`src/rtl/ex_1.sv`:
```
// ex_1: 16-lamp "flick" light sequencer.
// A flick pulse in idle starts a fixed on/off sweep across the lamp bank.
// Y moves one lamp per clock; there is no prescaler.
// On the edge where Y reaches a phase end pattern, only the state changes
// and Y holds. The next phase takes its first step on the following edge.
// Two kickback points (Y==16'h001F in ST2 and in ST4) sample flick and
// return to the preceding turn-on phase when it is high.
// The state register is brought out on `state` for observation.
// reset_n is active-HIGH; the name is historical.
module ex_1 (
  input  logic        clk,
  input  logic        reset_n,
  input  logic        flick,
  output logic [15:0] Y,
  output logic [2:0]  state
);

  typedef enum logic [2:0] {
    ST0 = 3'd0,
    ST1 = 3'd1,
    ST2 = 3'd2,
    ST3 = 3'd3,
    ST4 = 3'd4,
    ST5 = 3'd5,
    ST6 = 3'd6
  } state_t;

  localparam logic [15:0] ALL_ON   = 16'hFFFF;
  localparam logic [15:0] KICK_PT  = 16'h001F;
  localparam logic [15:0] MID_TOP  = 16'h07FF;
  localparam logic [15:0] LOW_TOP  = 16'h003F;
  localparam logic [15:0] ALL_OFF  = 16'h0000;

  state_t      st;
  logic [15:0] y_on;
  logic [15:0] y_off;

  // Next lamp patterns for a shift-on and a shift-off step.
  always_comb begin
    y_on  = {Y[14:0], 1'b1};
    y_off = {1'b0, Y[15:1]};
  end

  assign state = st;

  // Sequencer: state and lamp vector update together. Phase ends hold Y.
  always_ff @(posedge clk or posedge reset_n) begin
    if (reset_n) begin
      st <= ST0;
      Y  <= ALL_OFF;
    end else begin
      case (st)
        ST0: begin
          Y <= ALL_OFF;
          if (flick) st <= ST1;
        end
        ST1: begin
          if (Y == ALL_ON) st <= ST2;
          else             Y  <= y_on;
        end
        ST2: begin
          if (Y == KICK_PT) st <= flick ? ST1 : ST3;
          else              Y  <= y_off;
        end
        ST3: begin
          if (Y == MID_TOP) st <= ST4;
          else              Y  <= y_on;
        end
        ST4: begin
          if (Y == KICK_PT && flick) st <= ST3;
          else if (Y == ALL_OFF)     st <= ST5;
          else                       Y  <= y_off;
        end
        ST5: begin
          if (Y == LOW_TOP) st <= ST6;
          else              Y  <= y_on;
        end
        ST6: begin
          if (Y == ALL_OFF) st <= ST0;
          else              Y  <= y_off;
        end
        default: begin
          st <= ST0;
          Y  <= ALL_OFF;
        end
      endcase
    end
  end

endmodule

```
`config.mk`:
```
export PLATFORM = sky130hd
export DESIGN_NAME = ex_1
export DESIGN_NICKNAME = d
export VERILOG_FILES = /design/src/rtl/ex_1.sv
export SDC_FILE = /design/constraint.sdc
export NUM_CORES = 1
export LEC_CHECK = 0
export BUFFER_PORTS_ARGS = -buffer_cell sky130_fd_sc_hd__buf_4
export CAP_MARGIN = 20
export CORE_MARGIN = 2
export CORE_UTILIZATION = 30
export DETAILED_ROUTE_END_ITERATION = 10
export PLACE_DENSITY = 0.46
export SLEW_MARGIN = 20
export SYNTH_ARGS = -nofsm -noshare
export SYNTH_HDL_FRONTEND = slang
export SYNTH_SLANG_ARGS = --single-unit
```
`constraint.sdc`:
```
create_clock -name clk -period 3.4 [get_ports clk]
set_clock_uncertainty 0.2 [all_clocks]
set_input_delay 0.68 -clock clk [delete_from_list [all_inputs] [get_ports clk]]
set_output_delay 0.68 -clock clk [all_outputs]
set_load 0.005 [all_outputs]
```
---- Yosys cells after proc, flatten, opt, wreduce, memory -nomap -nowiden ----
Index checks and enable logic that the tools add are counted.
Widths: inputs -> output; s select.
word-level totals
  bits in registers ....................... 19
  input bits .............................. 3
operators by class
  reduce and logical (&&, ||, !) cells .... 5
  mux-type cells .......................... 17
  equal/unequal tests ..................... 22
operator list
  kind                  count
  $mux 16               6
  $pmux 16 s6           1
  $mux 3                8
  $ne 2x2->1 const B    11
  $pmux 3 s7            1
  $eq 16x11->1 const B  1
  $eq 16x16->1 const B  1
  $eq 16x5->1 const B   1
  $eq 16x6->1 const B   1
  $logic_not 16->1      1
  $eq 3x3->1 const B    3
  $reduce_and 7->1      1
  $eq 3x2->1 const B    2
  $reduce_and 5->1      1
  $eq 3x1->1 const B    1
  $logic_not 3->1       1
  $ne 3x3->1 const B    1
  $mux 2                1
  $logic_and 1x1->1     1

---- Logic depth before layout (Yosys ltp) ----
  word-level depth ........................ 4
  mapped depth ............................ 7

---- Worst setup path before layout ----
Ideal clock, no wire load.
  kind .................................... flip-flop to flip-flop
  start ................................... register Y[15]
  end ..................................... register st[1] (netlist: state[1])
  buffers on the path ..................... 0
  cell stages (with the launch flop) ...... 7
  path slack .............................. 0.981 ns
  arrival time ............................ 2.098 ns
  data required time ...................... 3.079 ns
  clock period less this slack ............ 2.419 ns
  cell sequence ........................... dfrtp_1 -> or4_1 -> or3_1 -> a2111oi_2 -> o31a_2 -> o311ai_1 -> a22o_1
between the ends
  cells in the longest elaborated chain, start to end .. 4
  elaborated cells on any way between the ends .. 15
ends and longest elaborated chain
  what                                                             line    text
  start: declaration                                               14      output logic [15:0] Y,
  start signal: assignment                                         59      else Y <= y_on;
  start signal: assignment                                         63      else Y <= y_off;
  start signal: assignment                                         67      else Y <= y_on;
  $eq 16x5->1                                                      62, 70
  $logic_and 1x1->1                                                70      if (Y == KICK_PT && flick) st <= ST3;
  $ne 3x3->1 (no line) / $mux 3 (equally long branches)            --
  $reduce_and 7->1 (no line) / $pmux 3 s7 (equally long branches)  --
  end signal: assignment                                           62      if (Y == KICK_PT) st <= flick ? ST1 : ST3;
  end: declaration                                                 34      state_t st;
Parallel ways exist; a longest one is shown, timed or not.
A chain may end at the register's enable or synchronous reset.

---- Worst setup path in the final report ----
  start ................................... register Y[15]
  end ..................................... register Y[11]
between the ends
  cells in the longest elaborated chain, start to end .. 4
  elaborated cells on any way between the ends .. 15
ends and longest elaborated chain
  what
  $logic_not 16->1 / $eq 16x5->1 (equally long branches)
  $mux 16 / $logic_and 1x1->1 (equally long branches)
  $mux 16 / $ne 2x2->1 (equally long branches)
  $pmux 16 s6 / $reduce_and 5->1 (equally long branches)
Parallel ways exist; a longest one is shown, timed or not. The select of a mux whose other input is x is not followed.

==> metrics.md <==
| Metric | Value |
|---|---|
| Status | complete, no violations |
| Yosys reg bits | 19 |
| Setup bufs post-CTS | 0 |
| H-tree depth | 1 |
| R2R Path End | Y[11] |
| Compound-Gate Fraction of Synth Area | 20.3% |
| Via/cell ratio | about 5.4 |
| Worst Tran Pin Value | 0.741 ns |
| Die Width | 62.2 um |
| Largest net degree at the start of global routing | 27 |
| Most numerous cell in the Yosys netlist | dfrtp_1 |
| Ys async rst share | 100% |
| CTS tree | yes |
| Cells after synthesis | 117 |
| Min Tclk post-route | 2.59 ns |
| Worst R2R Path Depth | 6 |
| Leakage power | 0.602 nW |
| Crit Path Class | register to register |
| R2R setup slack | 0.81 ns |
| Initial antenna violation count | 0 |
| Ys flop type | dfrtp_1 |
| CTS buffer count | 3 |
| Die height | just over 60 um |
| Worst path required time | between 3 and 4 ns |
| EDFF count, synth | 0 |
| Drt pass-1 iters | 4 |
| Count of cell types in the netlist | 33 |
| Final wirelength | 2.71 mm |
| Mapped Avg Cell Area | 8.69 um2 |
| Final worst-path cycle share | 76.1% |
| FF-to-FF Start | Y[15] |
| MaxCap Viol Count | 0 |
| Slew Limit Fails | 0 |
| Initial DRC Count | 74 |
| Routed Antenna Nets | 0 |
| Setup TNS | 0 ns |
| N_diodes | 0 |
| Area contributors post-synth | dfrtp_1, nand3_1, o21ai_0 |
| GRT overflow | 0 |
| First-pass GRT wire length | around 4.6 mm |
| Nets | around 140 |
| Vias in the first global route | around 900 |
| Routability Congestion | roughly 0.73 |
| Sequential area share after synthesis | a little under half |
| Area grow syn2layout | 21.4% |
| CP Launch Type | register |
| Critical Path End Type | register |
| Register clock-pin slew on the reported worst setup and hold paths | around 0.10 ns |
| Layout cell share with drive strength beyond 1 | 20.7% |
| Dpl hpwl | a little under 2 mm |
| Simple-gate share of the synthesized area | ~28% |
| Synth Warn # | 0 |
| DIE AREA | just under 4000 um2 |
| P per Cell Area | between 200 and 300 nW/um2 |
| Clk_lat worst skew | between 0.2 and 0.3 ns |
| Post-route DRC | 0 |
| Top-level I/O count | 22 |
| Worst EP arrival | roughly 2.6 ns |
| Resize count post-CTS | 0 |
| Largest family of logic cells by synthesized area | simple AND/OR/NAND/NOR gates |
| Buffer depth of the longest clock path | 2 |
| Core area | about 3300 um2 |
| FMAX | approximately 0.39 GHz |
| Num rows | 21 |
| Top cell type's share of synthesized area | a little under half |
| Post-synthesis mux area share | 0% |
| Global Route Usage Sum | between 10% and 20% |
| Crit-path max FO | 6 |
| Peak supply drop | approximately 0.00014 V |
| Synth Area in Adders | 0% |
| Routed len/inst | approximately 15 um |
| Post-CTS Hold Fix Bufs | 0 |
| I/O Buffers | 21 |
| Post-Synth XOR/XNOR Area | 0% |
| Power Total | roughly 0.35 mW |
| Starting Density | just over 30% |
| Final setup fails | 0 |
| Slew headroom | between 50% and 60% |
| Syn nets | between 100 and 150 |
| Vias | just under 1000 |
| Post-synth top area cell | dfrtp_1 |
| CTS sink cnt | 19 |
| RSZ-0062 raised after global routing | false |
| Most frequent cells after synthesis | dfrtp_1, nand3_1, nand2_1 |
| Post-layout util | approximately 38% |
| Post-Syn Area | around 1000 um2 |
| Hold Vio Cnt, Final | 0 |
| Root buffer cell | clkbuf_4 |
| Hold crit path type | primary input to async pin |
==> worst max-delay path, stage by stage, from the launching register on <==
cell and delay, ns:
dfrtp_1 0.42, or4_1 0.55, or3_1 0.34, a2111oi_2 0.37, o31a_2 0.22, nand3_1 0.09, a32o_1 0.29
==> metrics by stage <==
stage	area, um2	hold slack, ns	worst slack, ns	std cells
finish	1230	0.307	0.814	181
global route	1230	0.366	0.652	181
CTS	1230	0.326	0.807	181
detailed placement	1210	0.380	0.830	177
global placement	1210	0.363	0.884	177
floorplan	1020	0.342	0.981	117
==> report_power, final <==
group / leakage, nW / internal, mW / switching (mW)
Sequential: 0.171 / 0.226 / 0
Clock: 0.0150 / 0.0456 / 0.0672
Combinational: 0.415 / 0.00200 / 0.00575
Total: 0.602 / 0.273 / 0.0729
==> worst max-delay path by stage <==
stage,cells after the start,end,startpoint
2_1_floorplan,6,state[1],Y[15]
3_3_place_gp,6,Y[11],Y[13]
3_5_place_dp,6,Y[11],Y[15]
4_1_cts,6,Y[11],Y[13]
5_1_grt,6,Y[11],Y[15]
6_report,6,Y[11],Y[15]
==> flip-flops by register name, indices dropped and copies added (netlist names) <==
register	cells
Y	16
state	3
==> layout by cell type (no fill, tap or decap), drive strengths merged <==
| master | n |
|---|---|
| a2111oi | 1 |
| o31a | 1 |
| o2111ai | 1 |
| buf | 22 |
| inv | 4 |
| o21ai | 15 |
| nor4b | 1 |
| dfrtp | 19 |
| and3 | 2 |
| clkbuf | 4 |
| nor4 | 1 |
| nand3 | 16 |
| a22o | 1 |
| a221oi | 1 |
| nand4 | 1 |
| or4 | 3 |
| a41oi | 1 |
| and4 | 1 |
| nor2 | 8 |
| nor2b | 1 |
| nand2 | 14 |
| and2 | 2 |
| or3 | 1 |
| a32o | 2 |
| nor3b | 1 |
| a31oi | 3 |
| a21oi | 3 |
| o311ai | 2 |
| and4bb | 1 |
| and4b | 1 |
| or2 | 1 |
==> layer usage <==
layer	up-vias	GRT usage (%)	share of wire, %
met5	-	0	0
met4	0	2.50	0.59
met3	2	3.62	4.3
met2	28	24.0	48
met1	482	20.9	48
li1	472	-	-
==> cell families (layout without fill, tap and decap cells) <==
kind of cell / after synthesis / in the layout
flops: 19 / 19
compound gates: 31 / 31
buf+inv: 12 / 30
simple gates: 55 / 55
==> area by class of cell <==
class / count / area (um2)
Tap cell: 46 / 57.6
Timing Repair Buffer: 22 / 165
Multi-Input combinational cell: 86 / 495
Fill cell: 358 / 2050
Inverter: 4 / 15.0
Sequential cell: 19 / 475
Clock buffer: 4 / 26.3
No activity file was read; power rests on OpenSTA's default activity.
